## config.mk

```make
export PLATFORM = sky130hd
export DESIGN_NAME = move_controller_flat
export DESIGN_NICKNAME = d
export VERILOG_FILES = /design/src/rtl/slide_pkg.sv /design/src/rtl/move_controller_if.sv /design/src/rtl/move_controller_legality.sv /design/src/rtl/move_controller.sv /design/src/flat_wrapper.sv
export SDC_FILE = /design/constraint.sdc
export NUM_CORES = 1
export LEC_CHECK = 0
export ABC_AREA = 1
export BUFFER_PORTS_ARGS = -buffer_cell sky130_fd_sc_hd__buf_4
export CAP_MARGIN = 20
export CORE_MARGIN = 5
export CORE_UTILIZATION = 51
export CTS_BUF_LIST = sky130_fd_sc_hd__clkbuf_16
export DETAILED_ROUTE_END_ITERATION = 7
export PLACE_DENSITY = 0.86
export SLEW_MARGIN = 20
export SYNTH_ARGS = -nofsm -noshare
export SYNTH_HDL_FRONTEND = slang
export SYNTH_SLANG_ARGS = --single-unit
export TNS_END_PERCENT = 50
```

## constraint.sdc

```tcl
create_clock -name clk -period 2.7 [get_ports clk]
set_input_delay 0.27 -clock clk [delete_from_list [all_inputs] [get_ports clk]]
set_output_delay 0.27 -clock clk [all_outputs]
set_load 0.03 [all_outputs]
```

## src/rtl/slide_pkg.sv

```systemverilog
// Shared types and constants for the 4x4 sliding-puzzle move path.
// Positions are 1-based (1..16), row-major, carried in POS_W bits.
package slide_pkg;

   localparam int POS_W      = 5;
   localparam int NUM_BLOCKS = 16;
   localparam int CNT_W      = 10;

   localparam logic [CNT_W-1:0] CNT_MAX = 10'd999;

   typedef logic [POS_W-1:0] pos_t;

   typedef enum logic [1:0] {
      IDLE,
      ISSUE,
      SETTLE,
      WAIT_REL
   } state_t;

   typedef enum logic [1:0] {
      DIR_UP,
      DIR_DOWN,
      DIR_LEFT,
      DIR_RIGHT
   } dir_t;

endpackage

```

## src/rtl/move_controller_if.sv

```systemverilog
// Key inputs and move bus between the move controller and its neighbours.
// The controller uses the master view; the key/datapath side uses the slave view.
interface move_controller_if;
   import slide_pkg::*;

   logic             key_up;
   logic             key_down;
   logic             key_left;
   logic             key_right;
   logic             if_win;

   pos_t             move_from;
   pos_t             move_to;
   logic             move_valid;
   logic             illegal_move;
   pos_t             blank_pos;
   logic             busy;
   logic [CNT_W-1:0] move_count;

   modport master (
      input  key_up, key_down, key_left, key_right, if_win,
      output move_from, move_to, move_valid, illegal_move, blank_pos, busy, move_count
   );

   modport slave (
      output key_up, key_down, key_left, key_right, if_win,
      input  move_from, move_to, move_valid, illegal_move, blank_pos, busy, move_count
   );

endinterface

```

## src/rtl/move_controller_legality.sv

```systemverilog
// Combinational move check: for a blank position and slide direction, gives the
// source block that would slide into the blank and whether it lies on the board.
module move_legality
   import slide_pkg::*;
#(
   parameter int NUM_COLS = 4
)
(
   input  pos_t i_blank_pos,
   input  dir_t i_dir,
   output pos_t o_src,
   output logic o_legal
);

   localparam int NUM_ROWS = NUM_BLOCKS / NUM_COLS;

   pos_t w_idx;
   pos_t w_row;
   pos_t w_col;
   logic w_on_board;
   logic w_dir_ok;

   // NOTE: every output of this block gets a default first, so no path leaves it unassigned and no latch is inferred.
   always_comb begin
      w_idx      = i_blank_pos - POS_W'(1);
      w_row      = w_idx / POS_W'(NUM_COLS);
      w_col      = w_idx % POS_W'(NUM_COLS);
      w_on_board = (i_blank_pos != '0) && (i_blank_pos <= POS_W'(NUM_BLOCKS));
      o_src      = i_blank_pos;
      w_dir_ok   = 1'b0;
      case (i_dir)
         DIR_UP: begin
            o_src    = i_blank_pos + POS_W'(NUM_COLS);
            w_dir_ok = (w_row < POS_W'(NUM_ROWS - 1));
         end
         DIR_DOWN: begin
            o_src    = i_blank_pos - POS_W'(NUM_COLS);
            w_dir_ok = (w_row != '0);
         end
         DIR_LEFT: begin
            o_src    = i_blank_pos + POS_W'(1);
            w_dir_ok = (w_col < POS_W'(NUM_COLS - 1));
         end
         DIR_RIGHT: begin
            o_src    = i_blank_pos - POS_W'(1);
            w_dir_ok = (w_col != '0);
         end
      endcase
      o_legal = w_dir_ok & w_on_board;
   end

endmodule

```

## src/rtl/move_controller.sv

```systemverilog
// Turns one-hot direction keys into registered (move_from, move_to) pairs for the
// board datapath and tracks the blank. Optional move counter: define MOVE_COUNT_EN.
module move_controller
   import slide_pkg::*;
#(
   parameter int NUM_COLS = 4
)
(
   input  logic              clk,
   input  logic              resetn,
   input  pos_t              i_init_blank_pos,
   move_controller_if.master bus
);

   state_t     r_state;
   state_t     w_state_nxt;
   pos_t       r_blank_pos;
   pos_t       w_blank_nxt;
   pos_t       r_move_from;
   pos_t       w_from_nxt;
   pos_t       r_move_to;
   pos_t       w_to_nxt;
   logic       r_move_valid;
   logic       w_valid_nxt;
   logic       r_illegal_move;
   logic       w_illegal_nxt;

   logic [3:0] w_keys;
   logic       w_one_key;
   dir_t       w_dir;
   pos_t       w_src;
   logic       w_legal;

   assign w_keys    = {bus.key_up, bus.key_down, bus.key_left, bus.key_right};
   assign w_one_key = $onehot(w_keys);
   assign w_dir     = bus.key_down  ? DIR_DOWN  :
                      bus.key_left  ? DIR_LEFT  :
                      bus.key_right ? DIR_RIGHT : DIR_UP;

   move_legality #(
      .NUM_COLS (NUM_COLS)
   ) u_legality (
      .i_blank_pos (r_blank_pos),
      .i_dir       (w_dir),
      .o_src       (w_src),
      .o_legal     (w_legal)
   );

   // Outside ISSUE both pair registers sit on the blank, so the datapath swaps it with itself.
   always_comb begin
      w_state_nxt   = r_state;
      w_blank_nxt   = r_blank_pos;
      w_from_nxt    = r_blank_pos;
      w_to_nxt      = r_blank_pos;
      w_valid_nxt   = 1'b0;
      w_illegal_nxt = 1'b0;
      case (r_state)
         IDLE: begin
            if (w_one_key && !bus.if_win) begin
               if (w_legal) begin
                  w_state_nxt = ISSUE;
                  w_from_nxt  = w_src;
                  w_valid_nxt = 1'b1;
               end else begin
                  w_state_nxt   = WAIT_REL;
                  w_illegal_nxt = 1'b1;
               end
            end
         end
         ISSUE: begin
            w_state_nxt = SETTLE;
            w_blank_nxt = r_move_from;
            w_from_nxt  = r_move_from;
            w_to_nxt    = r_move_from;
         end
         SETTLE: begin
            w_state_nxt = WAIT_REL;
         end
         WAIT_REL: begin
            if (w_keys == 4'b0000) w_state_nxt = IDLE;
         end
      endcase
   end

   // NOTE: sequential state uses non-blocking assignments so every register samples pre-edge values.
   always_ff @(posedge clk) begin
      if (!resetn) begin
         r_state        <= WAIT_REL;
         r_blank_pos    <= i_init_blank_pos;
         r_move_from    <= i_init_blank_pos;
         r_move_to      <= i_init_blank_pos;
         r_move_valid   <= 1'b0;
         r_illegal_move <= 1'b0;
      end else begin
         r_state        <= w_state_nxt;
         r_blank_pos    <= w_blank_nxt;
         r_move_from    <= w_from_nxt;
         r_move_to      <= w_to_nxt;
         r_move_valid   <= w_valid_nxt;
         r_illegal_move <= w_illegal_nxt;
      end
   end

`ifdef MOVE_COUNT_EN
   logic [CNT_W-1:0] r_move_count;

   always_ff @(posedge clk) begin
      if (!resetn) begin
         r_move_count <= '0;
      end else if (r_move_valid && (r_move_count != CNT_MAX)) begin
         r_move_count <= r_move_count + CNT_W'(1);
      end
   end

   assign bus.move_count = r_move_count;
`else
   assign bus.move_count = '0;
`endif

   assign bus.move_from    = r_move_from;
   assign bus.move_to      = r_move_to;
   assign bus.move_valid   = r_move_valid;
   assign bus.illegal_move = r_illegal_move;
   assign bus.blank_pos    = r_blank_pos;
   assign bus.busy         = (r_state != IDLE);

endmodule

```

## src/flat_wrapper.sv

```systemverilog
// flat-port wrapper written by rule: the top's interface ports become plain ports
module move_controller_flat import slide_pkg::*;
#(
   parameter int NUM_COLS = 4
)
  (clk, resetn, i_init_blank_pos, bus_key_up, bus_key_down, bus_key_left, bus_key_right, bus_if_win, bus_move_from, bus_move_to, bus_move_valid, bus_illegal_move, bus_blank_pos, bus_busy, bus_move_count);
  move_controller_if bus_i ();
  input  logic clk;
  input  logic resetn;
  input  pos_t i_init_blank_pos;
  input wire logic [$bits(bus_i.key_up)-1:0] bus_key_up;
  input wire logic [$bits(bus_i.key_down)-1:0] bus_key_down;
  input wire logic [$bits(bus_i.key_left)-1:0] bus_key_left;
  input wire logic [$bits(bus_i.key_right)-1:0] bus_key_right;
  input wire logic [$bits(bus_i.if_win)-1:0] bus_if_win;
  output wire logic [$bits(bus_i.move_from)-1:0] bus_move_from;
  output wire logic [$bits(bus_i.move_to)-1:0] bus_move_to;
  output wire logic [$bits(bus_i.move_valid)-1:0] bus_move_valid;
  output wire logic [$bits(bus_i.illegal_move)-1:0] bus_illegal_move;
  output wire logic [$bits(bus_i.blank_pos)-1:0] bus_blank_pos;
  output wire logic [$bits(bus_i.busy)-1:0] bus_busy;
  output wire logic [$bits(bus_i.move_count)-1:0] bus_move_count;
  assign bus_i.key_up = bus_key_up;
  assign bus_i.key_down = bus_key_down;
  assign bus_i.key_left = bus_key_left;
  assign bus_i.key_right = bus_key_right;
  assign bus_i.if_win = bus_if_win;
  assign bus_move_from = bus_i.move_from;
  assign bus_move_to = bus_i.move_to;
  assign bus_move_valid = bus_i.move_valid;
  assign bus_illegal_move = bus_i.illegal_move;
  assign bus_blank_pos = bus_i.blank_pos;
  assign bus_busy = bus_i.busy;
  assign bus_move_count = bus_i.move_count;
  move_controller #(.NUM_COLS(NUM_COLS)) u_core (.clk(clk), .resetn(resetn), .i_init_blank_pos(i_init_blank_pos), .bus(bus_i));
endmodule
```

## After elaboration in Yosys (flattened, before gate mapping)

Cells that the tools add are included.

- Bits in read-only memories: 0
- Bits in latches: 0
- Logic and storage cells: 56
- Bits in writable memories: 0
- Bits in registers: 14
- Input port bits: 12
- Memories kept: 0
- Output and inout port bits: 28

- Div/mod/pow operators: 0
- Equality and inequality tests: 11
- Reduce and logical (&&, ||, !) cells: 12
- Shifts and indexed selects: 0
- Muxes and demuxes: 17
- $lt $le $gt $ge: 3
- Bitwise logic cells: 1
- $add $sub $neg: 7
- Multiply operators: 0

Operator list:

| operator | count |
|---|---|
| two-way mux 5 bit | 5 |
| one-hot mux 5 bit (4 select lines) | 1 |
| nonzero test 5 bit | 3 |
| two-way mux 2 bit | 6 |
| one-hot mux 5 bit (2 select lines) | 1 |
| == test 2 bit (second input constant) | 4 |
| one-hot mux 2 bit (4 select lines) | 1 |
| != test 2 x 1 -> 1 bit (second input constant) | 3 |
| adder 5 x 1 -> 5 bit (second input constant) | 1 |
| adder 5 x 3 -> 5 bit (second input constant) | 1 |
| less-or-equal comparator 5 bit (second input constant) | 1 |
| subtractor 5 x 1 -> 5 bit (second input constant) | 1 |
| subtractor 5 x 3 -> 5 bit (second input constant) | 1 |
| adder 1 x 1 -> 2 bit | 2 |
| == test 2 x 1 -> 1 bit (second input constant) | 2 |
| logical NOT 2 bit | 2 |
| logical NOT 4 bit | 1 |
| one-hot mux 1 bit (4 select lines) | 1 |
| adder 3 bit | 1 |
| == test 3 x 1 -> 1 bit (second input constant) | 1 |
| < comparator 3 x 2 -> 1 bit (second input constant) | 1 |
| AND reduction 3 bit | 1 |
| logical AND 1 bit | 2 |
| < comparator 2 bit (second input constant) | 1 |
| 6 further kinds | 7 |

## Logic depth before layout (Yosys ltp)

- Word-level depth: 10
- Mapped depth: 15
- Mapped depth without buffers: 15

## Modules after synthesis

From an unflattened synthesis, not the netlist that was laid out.

- Cell total of the unflattened synthesis: 198
- Area, all modules: 1,427.6 µm²

By module, submodules not included:

| module | seq. area each (µm²) | instances | cells an instance | area each (µm²) |
|---|---|---|---|---|
| move_controller | 380.4 | 1 | 128 | 1,017.2 |
| move_legality | 0.0 | 1 | 70 | 410.4 |

## Least setup slack after synthesis

Ideal clock, no wire load.

- Path type: input-to-reg
- From: in bus_key_down
- To: reg u_core.r_move_from[0] (netlist: u_core.bus.move_from[0]) (data pin)
- Arrival time: 1.929 ns
- Setup slack: 0.518 ns
- Stages on the path: 11
- Path buffers: 0
- Setup time: 0.253 ns
- Required time: 2.447 ns
- Path through: inv_2 > ha_1 > ha_1 > fa_1 > nand3b_1 > nor2_1 > inv_1 > nor2_4 > nand3_1 > nand3_1 > nand2_1

- Longest elaborated chain between the ends: 8
- Elaborated cells on any way between the ends: 16
- Those cells by class: 2 x add/sub; 4 x eq/ne; 7 x mux; 1 x bitwise; 2 x reduce/logical

RTL lines:

| what | line | RTL |
|---|---|---|
| from (decl) | flat_wrapper.sv:12 | `input wire logic [$bits(bus_i.key_down)-1:0] bus_key_down;` |
| branches (longest 5 deep; another with adder 3 bit) | - |  |
| two-way mux 5 bit (*) | move_controller.sv:59 | `if (w_one_key && !bus.if_win) begin` |
| one-hot mux 5 bit (2 select lines) (*) | move_controller.sv:57 | `case (r_state)` |
| two-way mux 5 bit (*) | move_controller.sv:87 | `if (!resetn) begin` |
| to (signal assigned) | move_controller.sv:90 | `r_move_from <= i_init_blank_pos;` |
| to (signal assigned) | move_controller.sv:97 | `r_move_from <= w_from_nxt;` |
| to (decl) | move_controller.sv:19 | `pos_t r_move_from;` |

Mark *: on every way between the ends.
A chain may end at the register's enable or synchronous reset.

## Final worst setup path

- From: reg u_core.r_blank_pos[0] (netlist: u_core.bus.blank_pos[0])
- To: reg u_core.r_move_from[0] (netlist: u_core.bus.move_from[0]) (data pin)

- Longest elaborated chain between the ends: 8
- Elaborated cells on any way between the ends: 18
- Those cells by class: 4 x add/sub; 3 x order compare; 6 x mux; 1 x bitwise; 4 x reduce/logical

RTL lines:

| what | line | RTL |
|---|---|---|
| from (decl) | move_controller.sv:17 | `pos_t r_blank_pos;` |
| from (signal assigned) | move_controller.sv:89 | `r_blank_pos <= i_init_blank_pos;` |
| from (signal assigned) | move_controller.sv:96 | `r_blank_pos <= w_blank_nxt;` |
| subtractor 5 x 1 -> 5 bit | move_controller_legality.sv:25, move_controller_legality.sv:45 |  |
| < comparator 3 x 2 -> 1 bit, or another cell as far along | move_controller_legality.sv:34 | `w_dir_ok = (w_row < POS_W'(NUM_ROWS - 1));` |
| one-hot mux 1 bit (4 select lines) | move_controller_legality.sv:31 | `case (i_dir)` |
| AND 1 bit | move_controller_legality.sv:49 | `o_legal = w_dir_ok & w_on_board;` |
| two-way mux 5 bit | move_controller.sv:60 | `if (w_legal) begin` |
| two-way mux 5 bit | move_controller.sv:59 |  |
| one-hot mux 5 bit (2 select lines) (*) | move_controller.sv:57 |  |
| two-way mux 5 bit (*) | move_controller.sv:87 |  |

Mark *: on every way between the ends. The rest lies on a longest branch, timed or not.

==> reports/qor.csv <==
metric;value;unit
intPower;701;µW
cp_common_cell;nand2_1;
drt_iter0_drc;61;
clk_pin_slew;40;ps
vias;1176;
fmax;0.446;GHz
required;2700;ps
ys_warn_count;0;
dp_hpwl;2280;µm
drive_above_1_share;23.8;%
ff_latch_area;380;µm²
path_buf_inv;2;
clock_path_buffers;2;
power.net_switching;522;µW
core_area;2500;µm²
hold_violations;0;
ant_nets;0;
hold_start;i_init_blank_pos[1];
grt_overflow;0;
synth-seq-cells;14;
drc;0;
syn_inst;177;
ir_drop;598;µV
grt_use_total;16.5;%
routabilityCongestion;0.811;
synth_area_leaders;edfxtp_1 23%, nand2_1 15%, ha_1 14%;
tns;0;ps
yosysTopAreaCell;edfxtp_1;
reg2reg_slack;460;ps
p_comb_share;47.8;%
p_total;1220;µW
wl;2980;µm
path_cells;inv_1, ha_1, inv_1, nand2_1, nand2_1, nor2_1, nand2_1, nand2_1, nand3_2, nand2_2, nor2_4, nand3_1, nand3_1, nand2_1;
ys_types;32;
finalWorstPathRequiredPeriod;2240;ps
holdPathEnd;u_core.bus.blank_pos[1];
grt_start_max_net_pins;16;
powerDensity;776;nW/µm²
vias_per_cell;5.07;
grt_pass1_vias;1049;
cp.arrival;2240;ps
layout.nets;232;
post_cts_resized;0;
path_class;reg -> reg;
status;completed;
ios;40;
fp-row-count;18;
multi_input_area;771;µm²
grt_pass1_wl;4640;µm
numCtsBuffers;3;
ys.flop_type;edfxtp_1;
portBuffers;29;
clock_latency;250;ps
worst_slack;459;ps
wl_per_cell;12.9;µm
postLayoutCoreUtil;63.0;%
fp.dieH;61.1;µm
netSwitchingFraction;42.7;%
synth_top_area_share;22.5;%
area_growth_syn_to_layout;18.1;%
yosysSeqAreaShare;28.5;%
design.die.area;3740;µm²
cts_tree;done;
path_max_fanout;8;
fill_cells;230;
rr_startpoint;u_core.bus.blank_pos[0];
critPathTopFamily;simple AND/OR/NAND/NOR gates;
clock-sinks;14;
htreeDepth;1;
fin_crit_sh;83.0;%
root_buffer;clkbuf_16;
reg2reg_depth;14;
start_kind;register;
num_antenna_cells;0;
cts_hold_buffers;0;
pwr-share-seq;29.3;%
fin_cells;232;
finClkSkew;5.05;ps
cp_slowest_cell;edfxtp_1;
rsz0062_at_grt;no;
avgSynthCellArea;7.54;µm²
r2r-end;u_core.bus.move_from[0];
chipWidth;61.1;µm
dp_cells;228;
setup_viol;0;
synth_edf_count;10;
cpPeakStageDelay;530;ps
synth_area;1330;µm²
hold_path.class;in -> reg;
async_reset_ff_share;0;%
leakage;0.000829;µW
end_kind;register;
antenna_found_initial;0;
hold_depth;3;
cap_violations;0;
drv_slew;0;
dr.pass1.iters;4;
p_clk_share;22.9;%
post_cts_buffers;0;
start_util;53.4;%
post-place-ws;260;ps
-- power by group through the flow --
stage	Sequential (µW)	Combinational, µW	Clock, µW
after global placement	361	565	0
after floorplan	412	386	0
after CTS	358	587	282
after global routing	367	650	290
after detailed placement	361	580	0
final	358	584	280
-- worst max path at each step --
stage                                        from                      end  depth (start not counted)
after floorplan                      bus_key_down  u_core.bus.move_from[0]                         11
after global placement               bus_key_down  u_core.bus.move_from[3]                         12
after detailed placement             bus_key_down  u_core.bus.move_from[0]                         12
after CTS                 u_core.bus.blank_pos[0]  u_core.bus.move_from[3]                         14
after global routing      u_core.bus.blank_pos[0]  u_core.bus.move_from[3]                         14
final                     u_core.bus.blank_pos[0]  u_core.bus.move_from[0]                         14
-- worst register-to-register path, delay by kind of cell (launching register included) --
| kind | cells | cell delay, ps |
|---|---|---|
| fa+ha+maj | 1 | 280 |
| buf+inv | 2 | 280 |
| simple gates | 11 | 910 |
| flops | 1 | 530 |
-- placed cells by master, fill, tap and decap left out --
cell and n:
and3_1 1, nor2_4 2, o2bb2ai_1 1, clkbuf_16 3, nand3_1 11, nand2_2 2, fa_1 2, nand3_2 1
nand3b_1 1, o21ai_0 6, dfxtp_1 4, edfxtp_1 10, nand4_1 3, conb_1 10, a22o_1 1, xnor2_1 1
xor2_1 1, a31oi_1 2, inv_2 4, a21oi_1 2, buf_4 30, nand2_1 54, inv_1 18, clkinv_1 1
o21ai_1 1, nor2_2 4, or2_2 2, ha_1 15, o211ai_1 1, o22ai_1 1, nor2_1 7
-- layer usage --
metal,global-route usage [%],part of all wire [%]
met5,0,0
met1,20.3,39
met3,4.19,8.4
met4,5.26,1.8
met2,28.2,50
-- cell usage after synthesis (all sizes together) (2+ instances only) --
cell,instances
nand2,56
nor2,13
fa,2
a31oi,2
or2,2
dfxtp,4
o21ai,7
buf,17
nand4,3
nand3,12
inv,22
edfxtp,10
a21oi,2
ha,15
-- flip-flops by register name (all words and copies together), names as in the netlist --
name                     cells
u_core.r_state               2
u_core.bus.illegal_move      1
u_core.bus.move_from         5
u_core.bus.blank_pos         5
u_core.bus.move_valid        1
-- metrics by stage --
| step | cell area, µm² | hold WS, ps |
|---|---|---|
| after floorplan | 1370 | 423 |
| after global placement | 1500 | 546 |
| after detailed placement | 1500 | 538 |
| after CTS | 1580 | 312 |
| after global routing | 1580 | 336 |
| final | 1580 | 314 |
-- final cells by class --
cell class                      instances  share of cell area (%)
Clock buffer                            3                    4.77
Inverter                               22                    5.24
Multi-Input combinational cell        132                    48.9
Timing Repair Buffer                   30                    14.3
Clock inverter                          1                   0.238
Sequential cell                        14                    24.1
Tap cell                               30                    2.38
-- logic make-up after synthesis --
group           Yosys count  share of synthesized area [%]
simple gates             88                           29.9
buf+inv                  40                           16.2
fa+ha+maj                17                           17.1
compound gates           15                           6.66
flops                    14                           28.5
xor+xnor                  2                           1.31
other cells               1                          0.281
(Power assumes the default switching activity.)
